===== config.mk =====
export PLATFORM = sky130hd
export DESIGN_NAME = dice_round_ctrl_flat
export DESIGN_NICKNAME = d
export VERILOG_FILES = /design/src/rtl/dice_round_ctrl_if.sv /design/src/rtl/dice_round_ctrl.sv /design/src/flat_wrapper.sv
export SDC_FILE = /design/constraint.sdc
export NUM_CORES = 1
export LEC_CHECK = 0
export ABC_AREA = 1
export ABC_CLOCK_PERIOD_IN_PS = 3000
export BUFFER_PORTS_ARGS = -buffer_cell sky130_fd_sc_hd__buf_2
export CORE_MARGIN = 2
export CORE_UTILIZATION = 58
export CTS_CLUSTER_SIZE = 24
export DETAILED_ROUTE_END_ITERATION = 8
export PLACE_DENSITY_LB_ADDON = 0.08
export SLEW_MARGIN = 20
export SYNTH_ARGS = -nofsm -noshare
export SYNTH_HDL_FRONTEND = slang
export SYNTH_SLANG_ARGS = --single-unit

===== constraint.sdc =====
create_clock -name clk -period 3 [get_ports clk]
set_input_delay 0.3 -clock clk [delete_from_list [all_inputs] [get_ports clk]]
set_output_delay 0.3 -clock clk [all_outputs]
set_load 0.02 [all_outputs]

===== src/rtl/dice_round_ctrl_if.sv =====
// Roll-in / result-out bundle between the dice generators, the round controller and score logic.
// master drives start and rolls; slave (the controller) returns registered round results.
interface dice_round_ctrl_if #(
  parameter int FACE_W = 4,
  parameter int CNT_W  = 4
);
  logic              start;
  logic              roll_valid;
  logic [FACE_W-1:0] num1;
  logic [FACE_W-1:0] num2;
  logic              win;
  logic              lose;
  logic              timeout;
  logic              done;
  logic [FACE_W:0]   point;
  logic              point_valid;
  logic [CNT_W-1:0]  roll_cnt;
  logic              bad_roll;
  logic              rst_o;

  modport master (
    output start, roll_valid, num1, num2,
    input  win, lose, timeout, done, point, point_valid, roll_cnt, bad_roll, rst_o
  );

  modport slave (
    input  start, roll_valid, num1, num2,
    output win, lose, timeout, done, point, point_valid, roll_cnt, bad_roll, rst_o
  );
endinterface


===== src/rtl/dice_round_ctrl.sv =====
// Natural/point dice round controller with roll limit, face-range check and restart.
// All outputs registered, 1-cycle latency; no backpressure, every strobed roll is consumed.
module dice_round_ctrl #(
  parameter int FACE_W    = 4,
  parameter int FACE_MAX  = 6,
  parameter int NAT_A     = 5,
  parameter int NAT_B     = 11,
  parameter int MAX_ROLLS = 8,
  parameter int CNT_W     = 4
) (
  input  logic             clk,
  input  logic             rst,
  dice_round_ctrl_if.slave bus
);

  typedef enum logic [1:0] {IDLE, FIRST, POINT, DONE} state_t;

  state_t            state_q, state_d;
  logic              win_q, win_d;
  logic              lose_q, lose_d;
  logic              tmo_q, tmo_d;
  logic              done_q, done_d;
  logic [FACE_W:0]   point_q, point_d;
  logic              pv_q, pv_d;
  logic [CNT_W-1:0]  cnt_q, cnt_d;
  logic              bad_q, bad_d;
  logic              rsto_q, rsto_d;

  logic [FACE_W:0]   sum;
  logic              legal;
  logic              is_nat;
  logic [CNT_W-1:0]  cnt_inc;

  // Sum is one bit wider than a face so two maximal faces never wrap.
  assign sum     = {1'b0, bus.num1} + {1'b0, bus.num2};
  assign legal   = (bus.num1 != '0) && (bus.num1 <= FACE_W'(FACE_MAX)) &&
                   (bus.num2 != '0) && (bus.num2 <= FACE_W'(FACE_MAX));
  assign is_nat  = (sum == (FACE_W+1)'(NAT_A)) || (sum == (FACE_W+1)'(NAT_B));
  assign cnt_inc = cnt_q + CNT_W'(1);

  always_ff @(posedge clk or negedge rst) begin
    if (!rst) begin
      state_q <= IDLE;
      win_q   <= 1'b0;
      lose_q  <= 1'b0;
      tmo_q   <= 1'b0;
      done_q  <= 1'b0;
      point_q <= '0;
      pv_q    <= 1'b0;
      cnt_q   <= '0;
      bad_q   <= 1'b0;
      rsto_q  <= 1'b0;
    end else begin
      state_q <= state_d;
      win_q   <= win_d;
      lose_q  <= lose_d;
      tmo_q   <= tmo_d;
      done_q  <= done_d;
      point_q <= point_d;
      pv_q    <= pv_d;
      cnt_q   <= cnt_d;
      bad_q   <= bad_d;
      rsto_q  <= rsto_d;
    end
  end

  always_comb begin
    state_d = state_q;
    win_d   = win_q;
    lose_d  = lose_q;
    tmo_d   = tmo_q;
    point_d = point_q;
    pv_d    = pv_q;
    cnt_d   = cnt_q;
    bad_d   = 1'b0;
    rsto_d  = 1'b0;

    // start wins over a same-cycle roll in every state, including abort mid-round.
    if (bus.start) begin
      state_d = FIRST;
      win_d   = 1'b0;
      lose_d  = 1'b0;
      tmo_d   = 1'b0;
      point_d = '0;
      pv_d    = 1'b0;
      cnt_d   = '0;
      rsto_d  = 1'b1;
    end else if (bus.roll_valid && (state_q == FIRST || state_q == POINT)) begin
      if (!legal) begin
        bad_d = 1'b1;
      end else begin
        case (state_q)
          FIRST: begin
            cnt_d = CNT_W'(1);
            if (is_nat) begin
              win_d   = 1'b1;
              state_d = DONE;
            end else begin
              point_d = sum;
              pv_d    = 1'b1;
              state_d = POINT;
            end
          end
          POINT: begin
            cnt_d = cnt_inc;
            if (is_nat) begin
              lose_d  = 1'b1;
              state_d = DONE;
            end else if (sum == point_q) begin
              win_d   = 1'b1;
              state_d = DONE;
            end else if (cnt_inc == CNT_W'(MAX_ROLLS)) begin
              lose_d  = 1'b1;
              tmo_d   = 1'b1;
              state_d = DONE;
            end
          end
          default: ;
        endcase
      end
    end

    done_d = (state_d == DONE);
  end

  assign bus.win         = win_q;
  assign bus.lose        = lose_q;
  assign bus.timeout     = tmo_q;
  assign bus.done        = done_q;
  assign bus.point       = point_q;
  assign bus.point_valid = pv_q;
  assign bus.roll_cnt    = cnt_q;
  assign bus.bad_roll    = bad_q;
  assign bus.rst_o       = rsto_q;

endmodule


===== src/flat_wrapper.sv =====
// flat-port wrapper written by rule: the top's interface ports become plain ports
module dice_round_ctrl_flat 
#(
  parameter int FACE_W    = 4,
  parameter int FACE_MAX  = 6,
  parameter int NAT_A     = 5,
  parameter int NAT_B     = 11,
  parameter int MAX_ROLLS = 8,
  parameter int CNT_W     = 4
)
  (clk, rst, bus_start, bus_roll_valid, bus_num1, bus_num2, bus_win, bus_lose, bus_timeout, bus_done, bus_point, bus_point_valid, bus_roll_cnt, bus_bad_roll, bus_rst_o);
  dice_round_ctrl_if #(.FACE_W(FACE_W), .CNT_W(CNT_W)) bus_i ();
  input  logic clk;
  input  logic rst;
  input wire logic [$bits(bus_i.start)-1:0] bus_start;
  input wire logic [$bits(bus_i.roll_valid)-1:0] bus_roll_valid;
  input wire logic [$bits(bus_i.num1)-1:0] bus_num1;
  input wire logic [$bits(bus_i.num2)-1:0] bus_num2;
  output wire logic [$bits(bus_i.win)-1:0] bus_win;
  output wire logic [$bits(bus_i.lose)-1:0] bus_lose;
  output wire logic [$bits(bus_i.timeout)-1:0] bus_timeout;
  output wire logic [$bits(bus_i.done)-1:0] bus_done;
  output wire logic [$bits(bus_i.point)-1:0] bus_point;
  output wire logic [$bits(bus_i.point_valid)-1:0] bus_point_valid;
  output wire logic [$bits(bus_i.roll_cnt)-1:0] bus_roll_cnt;
  output wire logic [$bits(bus_i.bad_roll)-1:0] bus_bad_roll;
  output wire logic [$bits(bus_i.rst_o)-1:0] bus_rst_o;
  assign bus_i.start = bus_start;
  assign bus_i.roll_valid = bus_roll_valid;
  assign bus_i.num1 = bus_num1;
  assign bus_i.num2 = bus_num2;
  assign bus_win = bus_i.win;
  assign bus_lose = bus_i.lose;
  assign bus_timeout = bus_i.timeout;
  assign bus_done = bus_i.done;
  assign bus_point = bus_i.point;
  assign bus_point_valid = bus_i.point_valid;
  assign bus_roll_cnt = bus_i.roll_cnt;
  assign bus_bad_roll = bus_i.bad_roll;
  assign bus_rst_o = bus_i.rst_o;
  dice_round_ctrl #(.FACE_W(FACE_W), .FACE_MAX(FACE_MAX), .NAT_A(NAT_A), .NAT_B(NAT_B), .MAX_ROLLS(MAX_ROLLS), .CNT_W(CNT_W)) u_core (.clk(clk), .rst(rst), .bus(bus_i));
endmodule

# --- Word level (Yosys, flattened, before mapping) ---
# Index checks and enable logic that the tools add are counted.
# W data, S select, Z words.
totals:
  wordCells: 92
  register_bits: 18
  in_bits: 12
  output_inout_bits: 16
op_classes:
  eq_ne: 13
  order_cmp: 2
  n_addsub: 2
  muxes: 45
  reduce_logical: 20
ops:
  columns: ["op", "n"]
  rows:
  - ["$mux W1", 28]
  - ["$mux W5", 5]
  - ["$mux W2", 6]
  - ["$mux W4", 3]
  - ["$reduce_and A6 Y1", 2]
  - ["$reduce_bool A2 Y1", 5]
  - ["$le A4 B3 Y1 const B", 2]
  - ["$pmux W4 S2", 1]
  - ["$reduce_bool A4 Y1", 2]
  - ["$ne A3 B2 Y1 const B", 2]
  - ["$ne A3 B3 Y1 const B", 2]
  - ["$reduce_bool A3 Y1", 2]
  - ["$add A4 B4 Y5", 1]
  - ["$eq A5 B3 Y1 const B", 1]
  - ["$eq A5 B4 Y1 const B", 1]
  - ["$eq A5 B5 Y1", 1]
  - ["$reduce_and A5 Y1", 1]
  - ["$add A4 B1 Y4 const B", 1]
  - ["$eq A2 B2 Y1 const B", 2]
  - ["$eq A4 B4 Y1 const B", 1]
  - ["$logic_and A1 B1 Y1", 4]
  - ["$ne A2 B2 Y1 const B", 2]
  - ["$pmux W2 S2", 1]
  - ["$reduce_and A4 Y1", 1]
  - ["other kinds (4)", 5]

# --- Longest topological paths before layout ---
depth:
  word_depth: 10
  mapped_depth: 15
  depth_no_buf: 15

# --- Worst setup path after synthesis ---
# OpenSTA, ideal clock, no wires.
synth_timing:
  path_kind: "input to register"
  start: "input bus_num2[0]"
  end: "register u_core.win_q (netlist: u_core.bus.win)"
  required_time_ps: 2883
  slack_ps: 1043
  n_path_buf: 0
  setup_ps: 117
  path_stages: 15
  arrival_ps: 1840
  cell_sequence: "ha_1 -> inv_1 -> fa_1 -> nand2_1 -> clkinv_1 -> nor2_1 -> nand2_1 -> nor2_1 -> nand3_1 -> nor2_2 -> nand2_1 -> nand2_1 -> nand2_1 -> nand2_1 -> nand2_1"
synth_via:
  elab_chain_cells: 5
  elab_cells_between_ends: 14
  classes_between: "1 x add/sub; 1 x order compare; 6 x eq/ne; 6 x reduce/logical"
synth_rtl:
  columns: ["element", "line_no", "rtl"]
  rows:
  - ["start: declaration", "flat_wrapper.sv:18", "input wire logic [$bits(bus_i.num2)-1:0] bus_num2;"]
  - ["$add A4 B4 Y5 / $reduce_bool A4 Y1 (equally long branches)", "dice_round_ctrl.sv:35, dice_round_ctrl.sv:37", null]
  - ["$eq A5 B3 Y1, or another cell as far along", "dice_round_ctrl.sv:38", "assign is_nat = (sum == (FACE_W+1)'(NAT_A)) || (sum == (FACE_W+1)'(NAT_B));"]
  - ["$logic_or A1 B1 Y1 / $logic_and A1 B1 Y1 (equally long branches)", "dice_round_ctrl.sv:38, dice_round_ctrl.sv:37", null]
  - ["$ne A3 B2 Y1 (no source line), or another cell as far along", null, null]
  - ["$reduce_and A6 Y1 (no source line) (*)", null, null]
  - ["end signal: assignment", "dice_round_ctrl.sv:55", "win_q <= win_d;"]
  - ["end: declaration", "dice_round_ctrl.sv:19", "logic win_q, win_d;"]
# Mark *: on every way between the ends. The rest lies on a longest branch, timed or not.
# A chain may end at the register's enable or synchronous reset.

# --- Final worst setup path ---
# Ends and elaborated chain as after synthesis.

==> flow_summary.json <==
{
  "finalMaxSlewViolations": 0,
  "startpoint_type": "input port",
  "postSynthCellCount": 179,
  "path_common_cell": "nand2_1",
  "p_leak_nw": 0.845,
  "rr_endpoint": "u_core.bus.point[0]",
  "final_util_pct": 70.0,
  "grt_max_degree": 19,
  "status": "complete, no violations",
  "seq_area_um2": 450,
  "clk_latency_ns": 0.30,
  "antenna_cells": 0,
  "io_pins": 28,
  "grt_pass1_wl_um": 4880,
  "via_per_inst": 5.21,
  "clk_pin_slew_ns": 0.10,
  "finalCritPeriodShare_pct": 67.6,
  "design.die.area_mm2": 0.00262,
  "fill_cells": 188,
  "clock-sinks": 18,
  "crit_arrival_ns": 2.23,
  "fin_total_pwr_w": 0.000641,
  "crit_chain": "buf_2 > ha_1 > inv_1 > fa_1 > nand2_1 > clkinv_1 > nor2_1 > nand2_1 > nor2_1 > nand3_1 > nor2_2 > nand2_1 > nand2_1 > nand2_1 > nand2_1 > nand2_1",
  "antenna_found_initial": 0,
  "peakVddDrop_v": 0.000282,
  "synth.net_count": 200,
  "fin_nets": 232,
  "drt_iter0_markers": 32,
  "cp_data_required_time_ns": 3.20,
  "slowest_delay_ns": 0.49,
  "largest_reg_flops": 5,
  "cts_max_path_buffers": 2,
  "ys_ff_latch": 18,
  "worst_pin_slew_ns": 0.519,
  "initial_core_util_pct": 60.2,
  "routed_wl_um": 2920,
  "critPathCaptureType": "register",
  "path_class": "input port to register",
  "hold_viol_final": 0,
  "drv_cap": 0,
  "critPathTopFamily": "simple AND/OR/NAND/NOR gates",
  "crit_buf_inv": 3,
  "fin_setup_tns_ns": 0,
  "rsz0062_at_grt": "false",
  "hold_class": "input port to register",
  "ff2ff_path_depth": 9,
  "ys_warn_count": 0,
  "cts_root_buf": "clkbuf_4",
  "die_h_um": 51.2,
  "firstDrtPassIters": 4,
  "power.density_mw_per_mm2": 426,
  "hold_depth": 1,
  "fmax_ghz": 0.493,
  "min_period_ns": 2.03,
  "r2r_start": "u_core.state_q[0]",
  "drive_above_1_share_pct": 23.3,
  "track_usage_pct": 25.4,
  "finClkSkew_ns": 0.00643,
  "ant_nets": 0,
  "io_buffers": 27,
  "setup_violations": 0,
  "multi_input_area_um2": 713,
  "drc": 0,
  "routedWlPerCell_um": 12.3,
  "ys_types": 24,
  "area.growth.synth_to_final_pct": 16.4,
  "slew_headroom_pct": 65.4,
  "min_from": "bus_start",
  "hold_path_end": "u_core.bus.rst_o",
  "place_hpwl_um": 2270,
  "synth_area_mm2": 0.00129,
  "grt_remaining_overflow": 0,
  "syn_area_per_cell_um2": 7.22,
  "gp_congestion": 0.857,
  "numCtsBuffers": 3,
  "ff2ff_setup_slack_ns": 1.15,
  "yosysSeqAreaShare_pct": 34.8,
  "crit_fanout": 5,
  "rows": 17,
  "route.vias.total": 1240,
  "crit_path_top_delay_cell": "fa_1",
  "grt_pass1_vias": 1113,
  "core_mm2": 0.00215,
  "fp.dieW_um": 51.2,
  "cts_tree": "built",
  "cts_max_level": 1
}
-- cell type report --
| class | count | share of cell area (%) |
|---|---|---|
| Multi-Input combinational cell | 127 | 47.4 |
| Clock buffer | 4 | 2.41 |
| Timing Repair Buffer | 28 | 9.65 |
| Inverter | 33 | 8.24 |
| Tap cell | 28 | 2.33 |
| Sequential cell | 18 | 30.0 |
-- cells by family (layout without fill, tap and decap cells) --
kind of cell	after synthesis	after routing	share of synthesized area (%)
AND/OR/NAND/NOR	98	98	37.2
adder cells (fa/ha/maj)	9	9	9.29
XOR/XNOR	1	1	0.678
buffers and inverters	34	65	9.97
flip-flops	18	18	34.8
AO/OA/AOI/OAI	19	19	8.03
-- power by group --
part	total [W]	internal (W)	switching, W
Combinational	0.000213	0.0000721	0.000141
Clock	0.000151	0.0000741	0.0000767
Sequential	0.000277	0.000263	0.0000141
Total	0.000641	0.000409	0.000232
-- synthesized netlist by cell type --
cell,instances,area [µm²]
nand3_4,2,35.0
inv_1,28,105
buf_2,1,5.00
nand2_2,4,25.0
nor3_1,1,5.00
dfrtp_1,18,450
fa_1,1,20.0
a21oi_1,8,40.0
o21ai_0,3,15.0
nand3_1,22,110
o21ai_1,3,15.0
xor2_1,1,8.76
nand3b_1,1,7.51
nand3_2,2,20.0
o21ai_2,1,8.76
nor2_2,2,12.5
nor2_1,15,56.3
inv_2,4,15.0
nand2_1,45,169
nand2_4,3,33.8
o22ai_1,4,25.0
ha_1,8,100
nand4_1,1,6.26
clkinv_1,1,3.75
-- worst max path at each step --
stage                     slack (ns)        endpoint        start  cells after the start
after detailed placement        0.72  u_core.bus.win  bus_num2[0]                     16
after floorplan                 1.04  u_core.bus.win  bus_num2[0]                     15
after global routing            0.69  u_core.bus.win  bus_num2[0]                     16
after global placement          0.82  u_core.bus.win  bus_num2[0]                     16
final                           0.97  u_core.bus.win  bus_num2[0]                     16
after CTS                       0.99  u_core.bus.win  bus_num2[0]                     16
-- stage by stage --
| stage | hold WS (ns) | setup WS, ns | area (µm²) | instances |
|---|---|---|---|---|
| 2_1_floorplan | 0.00441 | 1.04 | 1290 | 179 |
| 3_3_place_gp | 0.254 | 0.819 | 1460 | 233 |
| 3_5_place_dp | 0.260 | 0.722 | 1460 | 233 |
| 4_1_cts | 0.183 | 0.988 | 1500 | 238 |
| 5_1_grt | 0.178 | 0.693 | 1500 | 238 |
| 6_report | 0.184 | 0.971 | 1500 | 238 |
-- placed cells by master (no fill, tap or decap) --
cell and count:
nand3b_1 1, dlygate4sd3_1 1, nand2_1 45, inv_2 4
nor2_2 2, o21ai_2 1, nand3_4 2, nand2_2 4
clkbuf_4 3, nand3_1 22, clkinv_1 1, o21ai_1 3
nand3_2 2, dfrtp_1 18, nor3_1 1, buf_2 27
inv_1 28, xor2_1 1, nand4_1 1, a21oi_1 8
nor2_1 15, nand2_4 3, clkbuf_8 1, fa_1 1
o21ai_0 3, ha_1 8, o22ai_1 4
-- routing by layer --
| layer | routed length, µm | vias to the layer above | share of wire [%] | GRT usage, % |
|---|---|---|---|---|
| met2 | 1370 | 41 | 47 | 43.1 |
| met4 | 44 | 0 | 1.5 | 8.56 |
| met3 | 202 | 6 | 6.9 | 4.97 |
| met1 | 1300 | 563 | 45 | 32.4 |
| li1 | - | 630 | - | - |
| met5 | 0 | - | 0 | 0 |
-- what timing repair did --
action                    CTS  global route
hold buffers                1             0
resized for setup           0             0
buffers inserted            0             0
hold endpoints to repair   18             0
Note: power is estimated with default switching activity, not from simulation.
